### config.mk
export PLATFORM = sky130hd
export DESIGN_NAME = mac_slice_serial_flat
export DESIGN_NICKNAME = d
export VERILOG_FILES = /design/src/rtl/mac_slice_serial_if.sv /design/src/rtl/mac_slice_serial.sv /design/src/flat_wrapper.sv
export SDC_FILE = /design/constraint.sdc
export NUM_CORES = 2
export LEC_CHECK = 0
export CORE_AREA = 2 2 516 518
export CTS_CLUSTER_DIAMETER = 30
export DETAILED_ROUTE_END_ITERATION = 10
export DIE_AREA = 0 0 518 520
export SYNTH_ARGS = -nofsm -noshare
export SYNTH_HDL_FRONTEND = slang
export SYNTH_SLANG_ARGS = --single-unit
### constraint.sdc
create_clock -name clk -period 13.8 [get_ports clk]
set_input_delay 2.76 -clock clk [delete_from_list [all_inputs] [get_ports clk]]
set_output_delay 2.76 -clock clk [all_outputs]
set_load 0.005 [all_outputs]
### src/rtl/mac_slice_serial_if.sv
// Plane/result handshake bundle for the bit-serial MAC slice.
// The master side streams bit-planes and collects results; the slave side is the slice.
interface mac_slice_serial_if #(
  parameter int N  = 256,
  parameter int WB = 4,
  parameter int IB = 8
);
  localparam int ACCW = WB + $clog2(N) + IB;

  logic            in_valid;
  logic            in_ready;
  logic [N-1:0]    in_bits;
  logic [N*WB-1:0] weight_array;
  logic            out_valid;
  logic            out_ready;
  logic [ACCW-1:0] acc_out;
  logic            busy;

  modport master (
    output in_valid, in_bits, weight_array, out_ready,
    input  in_ready, out_valid, acc_out, busy
  );

  modport slave (
    input  in_valid, in_bits, weight_array, out_ready,
    output in_ready, out_valid, acc_out, busy
  );
endinterface

### src/rtl/mac_slice_serial.sv
// Bit-serial multiply-accumulate slice: MSB-first activation planes gate per-lane weights,
// lanes are reduced and shift-accumulated into one dot product. MAC_SLICE_SIGNED_EN selects two's complement.
module mac_slice_serial #(
  parameter int N  = 256,
  parameter int WB = 4,
  parameter int IB = 8
) (
  input logic              clk,
  input logic              rst,
  mac_slice_serial_if.slave bus
);
  localparam int ACCW = WB + $clog2(N) + IB;
  localparam int CW   = $clog2(IB + 1);

  typedef enum logic [1:0] {
    IDLE  = 2'd0,
    ACCUM = 2'd1,
    DONE  = 2'd2
  } state_t;

  state_t          state_r, state_nxt_s;
  logic [ACCW-1:0] acc_r, acc_nxt_s;
  logic [CW-1:0]   cnt_r, cnt_nxt_s;
  logic [N*WB-1:0] wreg_r, wreg_nxt_s;
  logic [N*WB-1:0] w_sel_s;
  logic [ACCW-1:0] psum_s;
  logic [ACCW-1:0] first_term_s;
  logic            in_ready_r;
  logic            out_valid_r;
  logic            busy_r;

  function automatic logic [ACCW-1:0] lane_ext(input logic [WB-1:0] w);
`ifdef MAC_SLICE_SIGNED_EN
    return {{(ACCW-WB){w[WB-1]}}, w};
`else
    return {{(ACCW-WB){1'b0}}, w};
`endif
  endfunction

  // Lane weights come straight from the bus on the first plane, from the latch afterwards.
  always_comb begin
    if (state_r == IDLE) begin
      w_sel_s = bus.weight_array;
    end else begin
      w_sel_s = wreg_r;
    end
  end

  // Gated-weight reduction across all lanes for the current plane.
  always_comb begin
    psum_s = {ACCW{1'b0}};
    for (int i = 0; i < N; i++) begin
      psum_s = psum_s + (bus.in_bits[i] ? lane_ext(w_sel_s[WB*i +: WB]) : {ACCW{1'b0}});
    end
  end

  // In signed mode the MSB plane carries negative weight.
  always_comb begin
`ifdef MAC_SLICE_SIGNED_EN
    first_term_s = {ACCW{1'b0}} - psum_s;
`else
    first_term_s = psum_s;
`endif
  end

  // Next-state and datapath update for the frame FSM.
  always_comb begin
    state_nxt_s = state_r;
    acc_nxt_s   = acc_r;
    cnt_nxt_s   = cnt_r;
    wreg_nxt_s  = wreg_r;
    case (state_r)
      IDLE: begin
        if (bus.in_valid) begin
          acc_nxt_s   = first_term_s;
          wreg_nxt_s  = bus.weight_array;
          cnt_nxt_s   = CW'(1);
          state_nxt_s = (IB == 1) ? DONE : ACCUM;
        end else begin
          state_nxt_s = IDLE;
        end
      end
      ACCUM: begin
        if (bus.in_valid) begin
          acc_nxt_s = (acc_r << 1) + psum_s;
          cnt_nxt_s = cnt_r + CW'(1);
          if (cnt_r == CW'(IB - 1)) begin
            state_nxt_s = DONE;
          end else begin
            state_nxt_s = ACCUM;
          end
        end else begin
          state_nxt_s = ACCUM;
        end
      end
      DONE: begin
        if (bus.out_ready) begin
          state_nxt_s = IDLE;
          cnt_nxt_s   = {CW{1'b0}};
        end else begin
          state_nxt_s = DONE;
        end
      end
      default: begin
        state_nxt_s = IDLE;
        acc_nxt_s   = {ACCW{1'b0}};
        cnt_nxt_s   = {CW{1'b0}};
        wreg_nxt_s  = {(N*WB){1'b0}};
      end
    endcase
  end

  // State, datapath and output registers; outputs are decoded from the next state.
  always_ff @(posedge clk) begin
    if (rst) begin
      state_r     <= IDLE;
      acc_r       <= {ACCW{1'b0}};
      cnt_r       <= {CW{1'b0}};
      wreg_r      <= {(N*WB){1'b0}};
      in_ready_r  <= 1'b1;
      out_valid_r <= 1'b0;
      busy_r      <= 1'b0;
    end else begin
      state_r     <= state_nxt_s;
      acc_r       <= acc_nxt_s;
      cnt_r       <= cnt_nxt_s;
      wreg_r      <= wreg_nxt_s;
      in_ready_r  <= (state_nxt_s != DONE);
      out_valid_r <= (state_nxt_s == DONE);
      busy_r      <= (state_nxt_s != IDLE);
    end
  end

  assign bus.in_ready  = in_ready_r;
  assign bus.out_valid = out_valid_r;
  assign bus.acc_out   = acc_r;
  assign bus.busy      = busy_r;

endmodule

### src/flat_wrapper.sv
// flat-port wrapper written by rule: the top's interface ports become plain ports
module mac_slice_serial_flat 
#(
  parameter int N  = 256,
  parameter int WB = 4,
  parameter int IB = 8
)
  (clk, rst, bus_in_valid, bus_in_bits, bus_weight_array, bus_out_ready, bus_in_ready, bus_out_valid, bus_acc_out, bus_busy);
  mac_slice_serial_if #(.N(N), .WB(WB), .IB(IB)) bus_i ();
  input logic clk;
  input logic rst;
  input wire logic [$bits(bus_i.in_valid)-1:0] bus_in_valid;
  input wire logic [$bits(bus_i.in_bits)-1:0] bus_in_bits;
  input wire logic [$bits(bus_i.weight_array)-1:0] bus_weight_array;
  input wire logic [$bits(bus_i.out_ready)-1:0] bus_out_ready;
  output wire logic [$bits(bus_i.in_ready)-1:0] bus_in_ready;
  output wire logic [$bits(bus_i.out_valid)-1:0] bus_out_valid;
  output wire logic [$bits(bus_i.acc_out)-1:0] bus_acc_out;
  output wire logic [$bits(bus_i.busy)-1:0] bus_busy;
  assign bus_i.in_valid = bus_in_valid;
  assign bus_i.in_bits = bus_in_bits;
  assign bus_i.weight_array = bus_weight_array;
  assign bus_i.out_ready = bus_out_ready;
  assign bus_in_ready = bus_i.in_ready;
  assign bus_out_valid = bus_i.out_valid;
  assign bus_acc_out = bus_i.acc_out;
  assign bus_busy = bus_i.busy;
  mac_slice_serial #(.N(N), .WB(WB), .IB(IB)) u_core (.clk(clk), .rst(rst), .bus(bus_i));
endmodule
==> impl_results.md <==
- Status: finished with violations
- Violated checks: max-slew violations
- EDFF count, synth: 0
- FF+latch count, synth: 1,053
- YS warnings: 0
- DRT Wirelength: 357 mm
- Area of the multi-input gates: 54,900 um^2
- Commonest cells after routing, fill and taps aside: nand2_1 (1,629), clkdlybuf4s50_1 (1,305), inv_1 (1,129)
- Synth async-reset ratio: 0
- Reg area: 21,100 um^2
- Worst EP arrival: 14.14 ns
- Grt ovf: 0
- RSZ-0062 raised after global routing: no
- Minimum clock period: 13.37 ns
- Crit path required time: 14.57 ns
- Initial DRC Count: 5,452
- Die Wd: 518 um
- Die Span Y: 520 um
- Vias per cell: 4.90
- Non-Filler Instances: 14,665
- Final period utilization: 0.969
- CP Launch Type: input pin
- Share of cells above drive strength 1: 0.134
- CTS Buf Count: 341
- CTS tree: built
- Row cnt: 189
- Vias: 71,922
- Clock Path Buffers: 4
- Crit. End Element: flip-flop
- Max_slew headroom: -0.0216
- # port buffers: 1,306
- Post-Syn Area: 82,800 um^2
- Fillers: 25,356
- Initial antenna violation count: 269
- Library cells used by synthesis: 57
- Post-CTS Repair Setup Buffers: 0
- Post-Syn Nets: 11,811
- Mean post-synth cell area: 8.88 um^2
- # nets final: 13,192
- Root Buffer: clkbuf_16
- Area Growth Syn to Fin: 36.7%
- Hold Fails Final Rpt: 0
- Setup violators final: 0
- IO Pins: 1,307
- Slew Viols, Final: 60
- Core footprint: 264,000 um^2
- Fmax: 74.8 MHz
- Most common cell type on the critical path: fa_1
- CP peak stage delay: 0.66 ns
- DP Wirelength: 287 mm
- Worst-skew pair later-pin latency: 0.90 ns
- Largest net degree at the start of global routing: 219
- DRT Pass-1 Iters: 6
- Total track usage: 0.258
- Clock slew at reported path FFs: 0.04 ns
- DRC violations left: 0
- Die Footprint: 269,000 um^2
- Mapped Cells: 9,320
- Cell with the largest stage delay on the worst path: fa_1
- Routability congestion estimate: 0.957
- Ys flop type: dfxtp_1
- Fin Hold WS: 0.449 ns
- Placed cell count: 13,891
- Sequential cell area fraction in the yosys report: 0.255
- Initial Utilization: 0.314
- Clock sinks: 1,053
- Actual slew at the worst max-slew pin: 1.53 ns
- Post-route ant nets: 0
- Vias in the first global route: 75,001
- Worst setup path class: in -> reg
- CP Max Fanout: 3
- H-tree depth: 5
- Clock Skew: 0.0633 ns
- MaxCap Viol Count: 0
- Most common cell after layout, fill and taps aside: nand2_1
- First-pass GRT wire length: 511 mm
- Avg WL per Cell: 24.4 um
- Hold buffer count at CTS: 0
- HP Class: reg -> reg
## worst paths after layout
kind | from | end | slack (ns) | cells after the start
worst max-delay path | bus_weight_array[352] | u_core.bus.acc_out[16] | 0.43 | 37
worst min-delay path | u_core.wreg_r[993] | u_core.wreg_r[993] | 0.45 | 2
worst min register to register | u_core.wreg_r[993] | u_core.wreg_r[993] | 0.45 | 2
worst max register to register | u_core.state_r[1] | u_core.bus.acc_out[16] | 0.64 | 40
## logic make-up (layout without fill, tap and decap cells)
logic type                 after synthesis  in the layout  synth area share
AOI/OAI and AO/OA                     1117           1117            0.0692
xor gates and xnor gates                16             16           0.00169
adders and majority gates             1207           1207             0.284
buffers and inverters                 1712           3381            0.0827
DFF                                   1053           1053             0.255
muxes                                 1024           1024             0.132
other                                    0            143                 0
and+or+nand+nor                       3191           3191             0.176
## per-layer routing
metal,track usage,wire length (um),vias to the layer above
met5,0,1000,-
met4,0.133,17700,158
met3,0.0825,30600,843
met2,0.428,172000,2688
met1,0.298,136000,35215
li1,-,-,33018
## critical path: cells and delay by family
kind / cells / cell delay, ns
buf+inv: 9 / 1.26
compound gates: 6 / 1.15
mux: 1 / 0.10
simple gates: 4 / 1.10
xor+xnor: 1 / 0.10
fa+ha+maj: 16 / 7.67
## state kept, by name, summed over array words and instances (netlist names)
| signal | flops |
|---|---|
| u_core.wreg_r | 1024 |
| u_core.bus.out_valid | 1 |
| u_core.bus.busy | 1 |
| u_core.bus.in_ready | 1 |
| u_core.cnt_r | 4 |
| u_core.bus.acc_out | 20 |
| u_core.state_r | 2 |
## cells in the mapped netlist (all sizes together), types with 2 or more instances
cell    instances  area share
a211o           2     0.00021
a21boi          2     0.00018
a21o            3     0.00027
a21oi        1053       0.064
a221oi          5     0.00053
a22oi           4     0.00036
a31oi           2     0.00015
a32oi           2     0.00021
and2            3     0.00023
and3            4     0.00030
buf           324       0.020
clkbuf        258       0.012
dfxtp        1053        0.25
fa           1117        0.27
ha             90       0.014
inv          1130       0.051
mux2          571       0.078
mux2i         453       0.055
nand2        1629       0.074
nand3        1039       0.063
nand3b          4     0.00036
nor2           21     0.00095
nor2b         465       0.035
nor3           11     0.00067
nor3b           2     0.00018
o211ai          3     0.00027
o21a            4     0.00036
o21ai          19      0.0011
o21bai          2     0.00018
o22ai           3     0.00023
o311ai          3     0.00032
or2             2     0.00015
or3             3     0.00023
or4             2     0.00018
xnor2          11      0.0012
xor2            5     0.00053
## metrics by stage
step           setup slack (ns)  area, um^2  utilization  setup TNS (ns)
4_1_cts                   0.313      113000        0.428               0
6_report                  0.431      113000        0.429               0
5_1_grt                 0.00535      113000        0.428               0
3_5_place_dp             -0.669      101000        0.381           -5.78
3_3_place_gp             -0.821      101000        0.381           -6.49
2_1_floorplan              1.09       82800            -               0
## timing repair
action,4_1_cts,5_1_grt
endpoints found under the hold margin,0,0
resized for setup,0,3
setup endpoints to repair,0,5
## final cells by class
cell class                 count  area share
clock buffer                 472      0.0872
sequential                  1053       0.186
inverter                    1130      0.0375
antenna                      143     0.00316
tap                         3533      0.0391
clock inverter               159      0.0208
multi-input combinational   6555       0.485
timing repair buffer        1620       0.141
Power is not shown: default switching activity piles up to over one toggle a cycle in this logic, so the estimate is an artifact.
